## src/rtl/scie_fir_sequencer.sv

```systemverilog
// scie_fir_sequencer: standalone upstream driver for the pipelined complex-FIR
// SCIE accelerator. It turns a coefficient stream and a complex sample stream
// (valid/ready) into LOAD / PUSH / gap / READ instruction sequences, and
// collects each result in a 2-entry first-word-fall-through output FIFO.
//
// Ports:
//   clock, reset            clock, asynchronous active-high reset
//   coef_*                  coefficient stream in (valid/ready, 32b re/im)
//   in_*                    sample stream in (valid/ready, 32b re/im)
//   out_*                   result stream out (valid/ready, FIFO head)
//   scie_valid/insn/rs1/rs2 instruction issue to the accelerator
//   scie_rd_real/imag       accelerator result
//   stat_* (optional)       samples accepted, results popped, stalled cycles
//
// Optional feature: define SCIE_SEQ_STATS_EN to add the stat_* counters.
module scie_fir_sequencer #(
  parameter int unsigned NTAPS      = 5,
  parameter int unsigned OP_LOAD    = 11,
  parameter int unsigned OP_PUSH    = 43,
  parameter int unsigned OP_READ    = 91,
  parameter int unsigned GAP_CYCLES = 1,
  parameter int unsigned RD_LATENCY = 1
) (
  input  logic        clock,
  input  logic        reset,
  input  logic        coef_valid,
  output logic        coef_ready,
  input  logic [31:0] coef_real,
  input  logic [31:0] coef_imag,
  input  logic        in_valid,
  output logic        in_ready,
  input  logic [31:0] in_real,
  input  logic [31:0] in_imag,
  output logic        out_valid,
  input  logic        out_ready,
  output logic [31:0] out_real,
  output logic [31:0] out_imag,
  output logic        scie_valid,
  output logic [31:0] scie_insn,
  output logic [31:0] scie_rs1_real,
  output logic [31:0] scie_rs1_imag,
  output logic [31:0] scie_rs2,
  input  logic [31:0] scie_rd_real,
  input  logic [31:0] scie_rd_imag
`ifdef SCIE_SEQ_STATS_EN
  ,
  output logic [31:0] stat_samples,
  output logic [31:0] stat_results,
  output logic [31:0] stat_stall
`endif
);

  localparam int unsigned TAP_W = (NTAPS > 1) ? $clog2(NTAPS) : 1;
  localparam int unsigned CNT_W = 2;

  typedef enum logic [2:0] {
    S_IDLE, S_LOAD, S_PUSH, S_GAP, S_READ, S_WAIT
  } state_t;

  state_t             state;
  logic [CNT_W-1:0]   cyc_cnt;
  logic [TAP_W-1:0]   tap_idx;
  logic [31:0]        op_real;
  logic [31:0]        op_imag;

  logic [63:0]        fifo_mem [2];
  logic               wr_ptr;
  logic               rd_ptr;
  logic [1:0]         fifo_cnt;

  logic               coef_hs;
  logic               in_hs;
  logic               fifo_wr;
  logic               fifo_rd;

  // Handshakes are combinational off registered state; a coefficient wins over a sample.
  assign coef_ready = !reset && (state == S_IDLE) && coef_valid;
  assign in_ready   = !reset && (state == S_IDLE) && !coef_valid && (fifo_cnt < 2'd2);
  assign coef_hs    = coef_ready;
  assign in_hs      = in_valid && in_ready;

  // Operand registers drive rs1 directly.
  assign scie_rs1_real = op_real;
  assign scie_rs1_imag = op_imag;

  // Result capture happens on the last WAIT cycle; the IDLE count check guarantees a free slot.
  assign fifo_wr   = (state == S_WAIT) && (cyc_cnt == '0);
  assign fifo_rd   = out_valid && out_ready;
  assign out_valid = (fifo_cnt != 2'd0);
  assign out_real  = fifo_mem[rd_ptr][63:32];
  assign out_imag  = fifo_mem[rd_ptr][31:0];

  // Instruction sequencing FSM with registered issue outputs.
  always_ff @(posedge clock or posedge reset) begin
    if (reset) begin
      state      <= S_IDLE;
      cyc_cnt    <= '0;
      tap_idx    <= '0;
      op_real    <= '0;
      op_imag    <= '0;
      scie_valid <= 1'b0;
      scie_insn  <= '0;
      scie_rs2   <= '0;
    end else begin
      case (state)
        S_IDLE: begin
          if (coef_hs) begin
            op_real    <= coef_real;
            op_imag    <= coef_imag;
            scie_valid <= 1'b1;
            scie_insn  <= 32'(OP_LOAD);
            scie_rs2   <= 32'(tap_idx);
            state      <= S_LOAD;
          end else if (in_hs) begin
            op_real    <= in_real;
            op_imag    <= in_imag;
            scie_valid <= 1'b1;
            scie_insn  <= 32'(OP_PUSH);
            state      <= S_PUSH;
          end
        end
        S_LOAD: begin
          tap_idx    <= (tap_idx == TAP_W'(NTAPS - 1)) ? '0 : tap_idx + TAP_W'(1);
          scie_valid <= 1'b0;
          scie_insn  <= '0;
          scie_rs2   <= '0;
          state      <= S_IDLE;
        end
        S_PUSH: begin
          scie_valid <= 1'b0;
          scie_insn  <= '0;
          cyc_cnt    <= CNT_W'(GAP_CYCLES - 1);
          state      <= S_GAP;
        end
        S_GAP: begin
          if (cyc_cnt == '0) begin
            scie_valid <= 1'b1;
            scie_insn  <= 32'(OP_READ);
            state      <= S_READ;
          end else begin
            cyc_cnt <= cyc_cnt - CNT_W'(1);
          end
        end
        S_READ: begin
          scie_valid <= 1'b0;
          scie_insn  <= '0;
          cyc_cnt    <= CNT_W'(RD_LATENCY - 1);
          state      <= S_WAIT;
        end
        S_WAIT: begin
          if (cyc_cnt == '0) state <= S_IDLE;
          else               cyc_cnt <= cyc_cnt - CNT_W'(1);
        end
        default: state <= S_IDLE;
      endcase
    end
  end

  // 2-entry result FIFO; reset flushes it, including a result in flight.
  always_ff @(posedge clock or posedge reset) begin
    if (reset) begin
      fifo_mem[0] <= '0;
      fifo_mem[1] <= '0;
      wr_ptr      <= 1'b0;
      rd_ptr      <= 1'b0;
      fifo_cnt    <= 2'd0;
    end else begin
      if (fifo_wr) begin
        fifo_mem[wr_ptr] <= {scie_rd_real, scie_rd_imag};
        wr_ptr           <= ~wr_ptr;
      end
      if (fifo_rd) rd_ptr <= ~rd_ptr;
      case ({fifo_wr, fifo_rd})
        2'b10:   fifo_cnt <= fifo_cnt + 2'd1;
        2'b01:   fifo_cnt <= fifo_cnt - 2'd1;
        default: fifo_cnt <= fifo_cnt;
      endcase
    end
  end

`ifdef SCIE_SEQ_STATS_EN
  // Free-running event counters, wrapping at 2^32.
  always_ff @(posedge clock or posedge reset) begin
    if (reset) begin
      stat_samples <= '0;
      stat_results <= '0;
      stat_stall   <= '0;
    end else begin
      if (in_hs)                 stat_samples <= stat_samples + 32'd1;
      if (fifo_rd)               stat_results <= stat_results + 32'd1;
      if (in_valid && !in_ready) stat_stall   <= stat_stall + 32'd1;
    end
  end
`endif

endmodule

```

## config.mk

```make
export PLATFORM = sky130hd
export DESIGN_NAME = scie_fir_sequencer
export DESIGN_NICKNAME = d
export VERILOG_FILES = /design/src/rtl/scie_fir_sequencer.sv
export SDC_FILE = /design/constraint.sdc
export NUM_CORES = 1
export LEC_CHECK = 0
export ABC_AREA = 1
export CORE_MARGIN = 2
export CORE_UTILIZATION = 36
export CTS_CLUSTER_DIAMETER = 60
export DETAILED_ROUTE_END_ITERATION = 8
export GPL_ROUTABILITY_DRIVEN = 0
export PLACE_DENSITY = 0.68
export SETUP_SLACK_MARGIN = 0.3
export SYNTH_ARGS = -nofsm -noshare
export SYNTH_HDL_FRONTEND = slang
export SYNTH_SLANG_ARGS = --single-unit
```

## constraint.sdc

```tcl
create_clock -name clock -period 22.6 [get_ports clock]
set_input_delay 4.52 -clock clock [delete_from_list [all_inputs] [get_ports clock]]
set_output_delay 4.52 -clock clock [all_outputs]
set_load 0.03 [all_outputs]
```

; Word-level counts from Yosys, hierarchy flattened
; Cells that the tools add are included.
[totals]
reg_bits = 269
input_bits = 197
output_inout_bits = 196
wordCells = 93
[classes]
mux = 29
bitwise = 4
magnitude_cmp = 4
n_reduce_logical = 26
eq_ne = 13
n_addsub = 4
[op_table]
columns = op, count
row1 = 32-bit two-way mux, 8
row2 = 64-bit two-way mux, 4
row3 = 128-bit bitwise mux, 1
row4 = 32-bit case mux with 3 select lines, 1
row5 = 64-bit demux with 1-bit select, 1
row6 = 32-bit case mux with 2 select lines, 1
row7 = 3-bit two-way mux, 5
row8 = 3-bit case mux with 5 select lines, 1
row9 = 2-bit nonzero test, 5
row10 = "3-bit == test, second input constant", 3
row11 = 1-bit logical AND, 8
row12 = 2-bit case mux with 2 select lines, 2
row13 = "3-bit by 2-bit == test with 1-bit output, second input constant", 2
row14 = "2-bit inequality test, second input constant", 3
row15 = 2-bit AND reduction, 3
row16 = 3-bit AND reduction, 2
row17 = "2-bit >= comparator, second input constant", 2
row18 = 1-bit NOT with 2-bit output, 2
row19 = 2-bit OR reduction, 2
row20 = "2-bit by 1-bit subtractor with 2-bit output, second input constant", 2
row21 = "3-bit by 1-bit adder with 3-bit output, second input constant", 1
row22 = "3-bit by 1-bit == test with 1-bit output, second input constant", 1
row23 = 3-bit zero test, 1
row24 = 1-bit two-way mux, 3
row25 = 14 further kinds, 16

; Depth between registers and ports, before layout
[logic_depth]
depth_word = 8
ltp_mapped = 11
depth_no_buf = 9

; Worst setup path after synthesis
; Ideal clock, no wire load.
[synth_timing]
kind = in2out
start = in coef_valid
end = out in_ready
required_time_ns = 18.080
slack_ns = 12.562
path_buffers = 0
cell_stages = 1
t_arrival_ns = 5.518
cell_sequence = nor4_1
[synth_between]
elab_chain_len = 3
[synth_rtl]
columns = element, line
row1 = from (decl), 26  ; input logic coef_valid,
row2 = 1-bit zero test, 78  ; assign in_ready = !reset && (state == S_IDLE) && !coef_valid && (fifo_cnt < 2'd2);
row3 = 1-bit logical AND (2 in series), 78
row4 = to (decl), 31  ; output logic in_ready,
; Every way passes these cells.

; Worst setup path after layout
[layout_timing]
start = in reset
end = out coef_ready
[layout_between]
elab_chain_len = 3
[layout_rtl]
columns = element, line
row1 = from (decl), 25  ; input logic reset,
row2 = 1-bit zero test (no source line), -
row3 = 1-bit logical AND (2 in series), 77  ; assign coef_ready = !reset && (state == S_IDLE) && coef_valid;
row4 = to (decl), 27  ; output logic coef_ready,
; Every way passes these cells.

==> flow_summary.rst <==
.. list-table::
   :header-rows: 1

   * - Metric
     - Value
   * - Total track usage
     - 18.99%
   * - Overall overflow remaining after global route
     - 0
   * - Share of cells above drive strength 1
     - 6.987%
   * - Slowest CP cell
     - clkdlybuf4s50_1
   * - Worst hold-check slack
     - 0.4705 ns
   * - Number of global-route vias before repair
     - 8652
   * - Register-to-register setup slack
     - 19.81 ns
   * - Global-route wire length before repair
     - 46.34 mm
   * - Commonest cells after routing, fill and taps aside
     - nand2_1 (733), clkdlybuf4s50_1 (337), dfrtp_1 (210)
   * - Final Max Tran Viols
     - 0
   * - Sequence of cells on the critical path
     - clkdlybuf4s50_1, nor2_2, nand2_2, inv_2, clkdlybuf4s50_1
   * - Tmin final
     - 11.46 ns
   * - Antenna violations before repair
     - 0
   * - Reg2reg path depth
     - 9
   * - Max VDD drop
     - 0.00007632 V
   * - Post-Syn Area per Cell
     - 7.791 µm²
   * - Data arrival time of the worst path
     - 6.94 ns
   * - Initial core utilization
     - 36.33%
   * - Estimated wirelength of the detail-placed design
     - 20.18 mm
   * - FP Rows
     - 62
   * - Worst r2r src
     - cyc_cnt[0]
   * - Via-to-Cell Ratio
     - 4.471
   * - Reg-to-reg endpoint
     - fifo_mem[104]
   * - Worst path bufs/invs
     - 3
   * - Number of H-tree branching levels
     - 1
   * - RSZ-0062 raised after global routing
     - false
   * - Floorplan die width
     - 173.7 µm
   * - # DRC
     - 0
   * - Die Footprint
     - 30180 µm²
   * - Number of resized instances in the post-cts repair step
     - 0
   * - Hold Vio Cnt, Final
     - 0
   * - Overall power
     - 0.002155 W
   * - CTS Buffer Depth
     - 3
   * - Highest attainable clock frequency
     - 0.08729 GHz
   * - Period utilization
     - 50.69%
   * - Tightest slew margin relative to the limit
     - 25.35%
   * - Crit path required time
     - 18.08 ns
   * - Path class of the lowest-slack min-delay path
     - reg -> reg
   * - Fin Setup TNS
     - 0 ns
   * - Cell count after synthesis
     - 1331
   * - Type of the setup path with the least slack
     - in -> out
   * - Pre-antenna DRT Iters
     - 6
   * - Worst setup path endpoint
     - coef_ready
   * - Count of vias placed by the detailed router
     - 9077
   * - Total CTS buffers
     - 26
   * - Number of hold buffers added after CTS
     - 0
   * - Wirelength, routed
     - 29.41 mm
   * - Cell type with the highest occurrence count on the critical path
     - clkdlybuf4s50_1
   * - Run status
     - complete, no violations
   * - Detailed router's first-iteration violation count
     - 711
   * - Post-detailed-route wirelength per cell
     - 14.49 µm
   * - Final setup violation count
     - 0
   * - Buffer cell driving the clock tree root
     - clkbuf_16
   * - Worst Tran Pin Value
     - 1.120 ns
   * - Proportion of synthesized chip area in sequential cells
     - 50.92%
   * - # diodes
     - 0
   * - Number of maximum-capacitance violations
     - 0
   * - Crit. path cell count
     - 5
   * - Post-synthesis register bit count
     - 211
   * - TritonCTS clock tree
     - done
   * - Pin count of the biggest net entering global routing
     - 128
   * - Most common library cell in the layout ignoring fill and taps
     - nand2_1
   * - Largest stage delay on the critical path
     - 0.84 ns
   * - CORE AREA
     - 28550 µm²
   * - Startpoint of the worst setup timing path
     - reset
   * - Count of input and output buffers
     - 337
   * - ANT nets after route
     - 0
   * - Post-layout nets
     - 1831
   * - Ports
     - 393
   * - Synthesis Warnings
     - 0
   * - Post-synthesis to final-layout area growth
     - 38.98%
   * - Standby leakage power
     - 7.522 nW
   * - Worst Clk Skew
     - 0.02016 ns
   * - Clock Latency Late Sink
     - 0.52 ns
   * - Kind of cell adding the most delay to the critical path
     - buffers and inverters
   * - Number of clock sinks seen by CTS
     - 211
   * - Clock transition at path regs
     - 0.05 ns
   * - Maximum net fanout on the critical path
     - 65
   * - Netlist cell types
     - 28
   * - Startpoint types
     - input port
   * - Setup crit end kind
     - primary output
   * - Pwr/cell area
     - 149.5 nW/µm²
   * - Height of the chip
     - 173.7 µm
   * - Number of buffers added for setup after CTS
     - 0
   * - Cell area after technology mapping
     - 10370 µm²
[final cells by class]
type                       instances  area, µm²
fill                            2715      14130
clock inverter                    10      61.31
clock buffer                      34      752.0
multi-input combinational        966       4100
tap                              384      480.5
inverter                          81      311.5
timing repair buffer             344       3426
sequential                       211       5281
[state kept, by name, indices dropped and copies added, names as in the netlist]
name,count
rd_ptr,1
fifo_cnt,2
cyc_cnt,2
scie_rs1_real,32
wr_ptr,1
scie_valid,1
state,3
fifo_mem,128
scie_rs1_imag,32
scie_insn,3
scie_rs2,3
tap_idx,3
[cell families after synthesis]
logic type,count (synthesis),synth area share (%)
simple gates,763,28.10
flops,211,50.92
buf+inv,208,11.60
compound gates,141,8.615
fa+ha+maj,4,0.4826
xor+xnor,3,0.2534
other cells,1,0.03616
[cell usage after synthesis, drive strengths merged]
cell type,n,area (µm²)
a21oi,5,25.02
buf,102,804.5
clkbuf,25,93.84
conb,1,3.750
dfrtp,211,5280
ha,4,50.05
inv,81,304.0
nand2,737,2771
nand3,9,45.04
nand3b,1,7.510
nand4,2,12.51
nor2,9,46.29
nor3,2,10.01
nor4,1,6.260
o21ai,136,868.3
or2,2,15.02
xnor2,2,17.52
xor2,1,8.760
[worst min path at each step]
stage | slack (ns) | endpoint | startpoint | cells past startpoint
after global placement | 0.46 | cyc_cnt[1] | cyc_cnt[1] | 2
after CTS | 0.48 | cyc_cnt[1] | cyc_cnt[1] | 2
after global routing | 0.49 | fifo_mem[95] | fifo_mem[95] | 2
after detailed placement | 0.46 | scie_rs1_real[2] | scie_rs1_real[2] | 2
final | 0.47 | cyc_cnt[1] | cyc_cnt[1] | 2
after floorplan | 0.44 | cyc_cnt[1] | cyc_cnt[1] | 2
[routing by layer]
layer / global-route usage (%) / vias to the layer above / share of wire, %
li1: - / 4540 / -
met2: 31.72 / 293 / 48
met3: 3.399 / 79 / 5.7
met5: 0 / - / 0
met4: 7.528 / 0 / 4.5
met1: 24.49 / 4165 / 42
[metrics by stage]
stage / instances / utilization [%] / setup slack (ns) / area (µm²)
4_1_cts: 2030 / 50.49 / 11.15 / 14410
2_1_floorplan: 1385 / - / 12.30 / 10570
3_5_place_dp: 1986 / 47.64 / 11.15 / 13600
6_report: 2030 / 50.49 / 11.14 / 14410
3_3_place_gp: 1986 / 47.64 / 11.14 / 13600
5_1_grt: 2030 / 50.49 / 11.03 / 14410
[power breakdown]
group	internal, W	switching (W)
clock	0.000233	0.000159
combinational	0.000433	0.000695
sequential	0.000545	0.0000908
total	0.00121	0.000944
[worst reg2reg max path: stages, from the launching register on]
cell	delay (ns)
dfrtp_1	0.36
inv_1	0.05
ha_1	0.22
inv_1	0.17
nor2_4	0.08
inv_2	0.07
or2_4	0.70
buf_4	0.79
nand2_1	0.18
o21ai_2	0.09
No activity file was read; power rests on OpenSTA's default activity.
